===== src/rtl/spi_neopix_frame_scheduler.sv =====
// -----------------------------------------------------------------------------
// spi_neopix_frame_scheduler
//
// Round-robin scheduler that lets exactly one NeoPixel strip controller drive
// its bitstream at a time. A requesting strip is granted, must raise its busy
// flag within START_TIMEOUT cycles, may stay busy for at most FRAME_TIMEOUT
// cycles, and is always followed by a GAP_CYCLES idle gap (the latch/reset
// time of the LED chain) before the next strip is considered.
//
// Ports
//   clk_i         system clock, all logic on the rising edge
//   reset_i       synchronous, active-high reset
//   req_i         per-strip "frame ready" level
//   bsy_i         per-strip "bitstream active" level
//   grant_o       one-hot permission to start output (registered)
//   active_idx_o  index of the current / last granted strip (registered)
//   busy_o        high whenever the scheduler is not IDLE (registered)
//   timeout_o     one-cycle pulse on a start or frame timeout (registered)
// -----------------------------------------------------------------------------
module spi_neopix_frame_scheduler #(
  parameter int NUM_STRIPS    = 2,
  parameter int SYSTEM_CLOCK  = 50000000,
  parameter int GAP_CYCLES    = SYSTEM_CLOCK / 12500,
  parameter int START_TIMEOUT = 1000,
  parameter int FRAME_TIMEOUT = SYSTEM_CLOCK / 50,
  localparam int IDX_W        = (NUM_STRIPS > 1) ? $clog2(NUM_STRIPS) : 1
) (
  input  logic                  clk_i,
  input  logic                  reset_i,
  input  logic [NUM_STRIPS-1:0] req_i,
  input  logic [NUM_STRIPS-1:0] bsy_i,
  output logic [NUM_STRIPS-1:0] grant_o,
  output logic [IDX_W-1:0]      active_idx_o,
  output logic                  busy_o,
  output logic                  timeout_o
);

  // Shared dwell counter is sized for the longest interval it must measure.
  localparam int CNT_MAX_A = (GAP_CYCLES > START_TIMEOUT) ? GAP_CYCLES : START_TIMEOUT;
  localparam int CNT_MAX   = (CNT_MAX_A > FRAME_TIMEOUT) ? CNT_MAX_A : FRAME_TIMEOUT;
  localparam int CNT_W     = $clog2(CNT_MAX + 1);

  localparam logic [CNT_W-1:0] START_LAST = CNT_W'(START_TIMEOUT - 1);
  localparam logic [CNT_W-1:0] FRAME_LAST = CNT_W'(FRAME_TIMEOUT - 1);
  localparam logic [CNT_W-1:0] GAP_LAST   = CNT_W'(GAP_CYCLES - 1);

  localparam logic [1:0] S_IDLE   = 2'd0;
  localparam logic [1:0] S_GRANT  = 2'd1;
  localparam logic [1:0] S_ACTIVE = 2'd2;
  localparam logic [1:0] S_GAP    = 2'd3;

  logic [1:0]            state_q,   state_d;
  logic [CNT_W-1:0]      cnt_q,     cnt_d;
  logic [IDX_W-1:0]      rr_q,      rr_d;
  logic [NUM_STRIPS-1:0] grant_q,   grant_d;
  logic [IDX_W-1:0]      idx_q,     idx_d;
  logic                  busy_q,    busy_d;
  logic                  timeout_q, timeout_d;

  logic [IDX_W-1:0]      winner;
  logic [IDX_W-1:0]      winner_next;
  logic [IDX_W-1:0]      cand_idx;
  logic                  found;
  int                    cand;

  // Round-robin pick: first requesting index at or above rr_q, wrapping.
  always_comb begin
    // NOTE: every combinational output gets a default before any branch so
    // no path leaves it unassigned, which would otherwise infer a latch.
    found    = 1'b0;
    winner   = '0;
    cand     = 0;
    cand_idx = '0;
    for (int k = 0; k < NUM_STRIPS; k++) begin
      cand     = (int'(rr_q) + k) % NUM_STRIPS;
      cand_idx = IDX_W'(cand);
      if (!found && req_i[cand_idx]) begin
        found  = 1'b1;
        winner = cand_idx;
      end
    end
    winner_next = (int'(winner) == NUM_STRIPS - 1) ? '0 : winner + IDX_W'(1);
  end

  always_comb begin
    state_d   = state_q;
    cnt_d     = cnt_q;
    rr_d      = rr_q;
    grant_d   = grant_q;
    idx_d     = idx_q;
    timeout_d = 1'b0;

    case (state_q)
      S_IDLE: begin
        if (found) begin
          state_d = S_GRANT;
          grant_d = NUM_STRIPS'(1) << winner;
          idx_d   = winner;
          rr_d    = winner_next;
        end
      end
      S_GRANT: begin
        // A busy rise wins over a simultaneous timeout expiry.
        if (bsy_i[idx_q]) begin
          state_d = S_ACTIVE;
          grant_d = '0;
        end else if (cnt_q == START_LAST) begin
          state_d   = S_GAP;
          grant_d   = '0;
          timeout_d = 1'b1;
        end else begin
          cnt_d = cnt_q + CNT_W'(1);
        end
      end
      S_ACTIVE: begin
        if (!bsy_i[idx_q]) begin
          state_d = S_GAP;
        end else if (cnt_q == FRAME_LAST) begin
          state_d   = S_GAP;
          timeout_d = 1'b1;
        end else begin
          cnt_d = cnt_q + CNT_W'(1);
        end
      end
      S_GAP: begin
        if (cnt_q == GAP_LAST) begin
          state_d = S_IDLE;
        end else begin
          cnt_d = cnt_q + CNT_W'(1);
        end
      end
      default: begin
        state_d = S_IDLE;
        grant_d = '0;
      end
    endcase

    // Counter measures dwell in the current state only; increments above
    // stop at each threshold, so it never wraps.
    if (state_d != state_q) cnt_d = '0;

    busy_d = (state_d != S_IDLE);
  end

  always_ff @(posedge clk_i) begin
    // NOTE: sequential state uses non-blocking assignments so every register
    // samples pre-edge values regardless of statement order.
    if (reset_i) begin
      state_q   <= S_IDLE;
      cnt_q     <= '0;
      rr_q      <= '0;
      grant_q   <= '0;
      idx_q     <= '0;
      busy_q    <= 1'b0;
      timeout_q <= 1'b0;
    end else begin
      state_q   <= state_d;
      cnt_q     <= cnt_d;
      rr_q      <= rr_d;
      grant_q   <= grant_d;
      idx_q     <= idx_d;
      busy_q    <= busy_d;
      timeout_q <= timeout_d;
    end
  end

  assign grant_o      = grant_q;
  assign active_idx_o = idx_q;
  assign busy_o       = busy_q;
  assign timeout_o    = timeout_q;

endmodule


===== config.mk =====
export PLATFORM = sky130hd
export DESIGN_NAME = spi_neopix_frame_scheduler
export DESIGN_NICKNAME = d
export VERILOG_FILES = /design/src/rtl/spi_neopix_frame_scheduler.sv
export SDC_FILE = /design/constraint.sdc
export NUM_CORES = 1
export LEC_CHECK = 0
export CAP_MARGIN = 0
export CORE_MARGIN = 2
export CORE_UTILIZATION = 55
export DETAILED_ROUTE_END_ITERATION = 6
export PLACE_DENSITY = 0.73
export SLEW_MARGIN = 20
export SYNTH_ARGS = -nofsm -noshare
export SYNTH_HDL_FRONTEND = slang
export SYNTH_SLANG_ARGS = --single-unit

===== constraint.sdc =====
create_clock -name clk_i -period 3.6 [get_ports clk_i]
set_input_delay 0.72 -clock clk_i [delete_from_list [all_inputs] [get_ports clk_i]]
set_output_delay 0.72 -clock clk_i [all_outputs]
set_load 0.005 [all_outputs]

==> results.toml <==
[logic_synthesis]
yosys.area.top_type_share = 0.3428
synth_area_um2 = 1635
synth_largest_area_cell = "dfxtp_1"
ys_ff_latch = 28
synth-edff-count = 0
synthCells = 191
seq_area_frac_synth = 0.3428
ys_types = 52
async_reset_ff_frac = 0
synth_nets = 203
synthTopCellsByArea = "dfxtp_1 34%, nor2_1 6.4%, xor2_1 5.9%"
synth.avg_cell_area_um2 = 8.562
synthFlopType = "dfxtp_1"
ys_warn_count = 0

[cts]
clock_latency_ns = 0.32
cts_sinks = 28
cts_setup_buffers = 0
h-tree-depth = 1
cts_resized = 0
clk_pin_slew_ns = 0.14
cts_tree = "yes"
cts-root-buf = "clkbuf_4"
numCtsBuffers = 3
ctsHoldBuffers = 0
cts.path.max_buffers = 2

[power]
p_per_area_nw_per_um2 = 344.9
p_leak_nw = 0.6542
ir_worst_vdd_uv = 298.9
power.total_uw = 616.7

[status]
outcome = "complete, no violations"

[critical_path]
required_ns = 3.87
path_max_fanout = 11
start_kind = "input port"
cp-end-kind = "register"
r2r_cells = 8
path_class = "input port to register"
arrival_ns = 2.91

[drt]
drc = 0
via_count = 1401
routedWlPerCell_um = 14.46
ant_nets = 0
routed_via_density = 6.091
drtIter0Drc = 60
drt_wl_total_um = 3325
detailedRoute.firstPassIterationCount = 4

[die]
start_util = 0.5879
die_h_um = 58.53
boundaryPins = 11
die_x_um = 58.53
coreArea_um2 = 2781
rows = 19
dieArea_um2 = 3426

[placement]
dp_cells = 226
io_buffers = 10
place_hpwl_um = 2450
place_ws_ns = 0.6252
place_congestion = 0.8855

[sta]
hold_viol_final = 0
skew_ns = 0.004064
rsz0062_at_grt = "false"
worst_slew_pin_slew_ns = 0.5939
slew-limit-headroom = 0.6041
drv_slew = 0
finalCritPeriodShare = 0.7342
setup_violations = 0
setup_tns_ns = 0
fin_ws_ns = 0.9570
max_freq_mhz = 378.4
fin_crit_ns = 2.643

[min_path]
hp-class = "register to register"
whs_path_depth = 1

[layout]
drive_gt1_frac = 0.08543
fin_cells = 230
areaGrowthSynthToFinish_pct = 9.334
fillers = 244
utilization = 0.6428
diodes = 0
fin_nets = 212

[global_routing]
grt_max_degree = 21
antenna_found_initial = 0
grt_pass1_vias = 1278
grt_pass1_wl_um = 5830
grt_usage = 0.2169
grt_remaining_overflow = 0

[flow_run]
drv_cap = 0
[power breakdown]
part / leakage [nW] / internal (mW) / total [mW] / switching (mW)
Combinational: 0.406 / 0.0570 / 0.136 / 0.0791
Sequential: 0.227 / 0.322 / 0.331 / 0.00947
Clock: 0.0210 / 0.0619 / 0.149 / 0.0875
[stage by stage]
step	instance area [um2]	hold slack (ns)
floorplan	1635	0.4476
global placement	1752	0.4592
detailed placement	1752	0.4670
CTS	1788	0.4890
global route	1788	0.4976
finish	1788	0.4861
[flip-flops by register name, summed over array words and instances, names as in the netlist]
| register | cells |
|---|---|
| busy_o | 1 |
| grant_o | 2 |
| state_q | 2 |
| timeout_o | 1 |
| active_idx_o | 1 |
| rr_q | 1 |
| cnt_q | 20 |
[final timing paths]
path / start / endpoint / slack (ns)
worst max-delay path: bsy_i[0] / cnt_q[10] / 0.96
worst min-delay path: rr_q / rr_q / 0.49
worst max register to register: state_q[1] / cnt_q[10] / 0.99
worst min register to register: rr_q / rr_q / 0.49
[placed cells by master (no fill, tap or decap), types with 3 or more instances in the layout]
cell type         n
a21oi_1           8
and2_1            6
and3_1            5
clkbuf_4          3
clkdlybuf4s50_1  10
dfxtp_1          28
ha_1              6
inv_1             6
mux2i_1           4
nand2_1          12
nand3_1           4
nand4_1          10
nand4b_1          3
nor2_1           28
nor4_1            3
o21ai_0           5
xnor2_1           4
xor2_1           11
[cell usage after synthesis, types with 2 or more instances]
cell type and n:
nand4_1 10, nor4_1 3, o21ai_0 5, nor3b_1 2, o31ai_1 2, xnor2_1 4
nand4b_1 3, inv_1 6, xor2_1 11, buf_2 3, dfxtp_1 28, a21boi_0 2
or2_2 2, a21oi_2 2, and2_1 6, nor2b_1 2, ha_1 6, a21oi_1 8
or3_1 2, nand2_1 12, and3_1 5, clkbuf_1 3, nand3_1 4, or4_1 2
nor2_1 28, mux2i_1 4
[layer usage]
| layer | share of wire | GRT usage | vias to the layer above | wire, um |
|---|---|---|---|---|
| met5 | 0 | 0 | - | 0 |
| met4 | 0.011 | 0.06312 | 0 | 37 |
| met3 | 0.042 | 0.03297 | 6 | 138 |
| met2 | 0.46 | 0.3435 | 32 | 1531 |
| met1 | 0.49 | 0.3055 | 660 | 1618 |
| li1 | - | - | 703 | - |
[cell type report]
class | instances | area (um2) | share of cell area
Multi-Input combinational cell | 150 | 1022 | 0.5717
Sequential cell | 28 | 560.5 | 0.3135
Timing Repair Buffer | 11 | 107.6 | 0.06018
Tap cell | 31 | 38.79 | 0.02169
Clock buffer | 4 | 36.28 | 0.02029
Inverter | 6 | 22.52 | 0.01260
[logic make-up (layout without fill, tap and decap cells)]
logic type | count (synthesis) | count (layout) | share of synthesized area
AND/OR/NAND/NOR | 92 | 92 | 0.3213
AO/OA/AOI/OAI | 32 | 32 | 0.1393
flip-flops | 28 | 28 | 0.3428
XOR/XNOR | 15 | 15 | 0.08033
buffers and inverters | 13 | 21 | 0.03213
adder cells (fa/ha/maj) | 6 | 6 | 0.04591
multiplexers | 5 | 5 | 0.03826
[critical path, cell delays in order]
cell,delay [ns]
clkdlybuf4s50_1,0.44
mux2i_4,0.24
mux2i_1,0.15
a21oi_2,0.47
nand3_4,0.20
or4_4,0.55
a21oi_2,0.14
(Power assumes the default switching activity.)
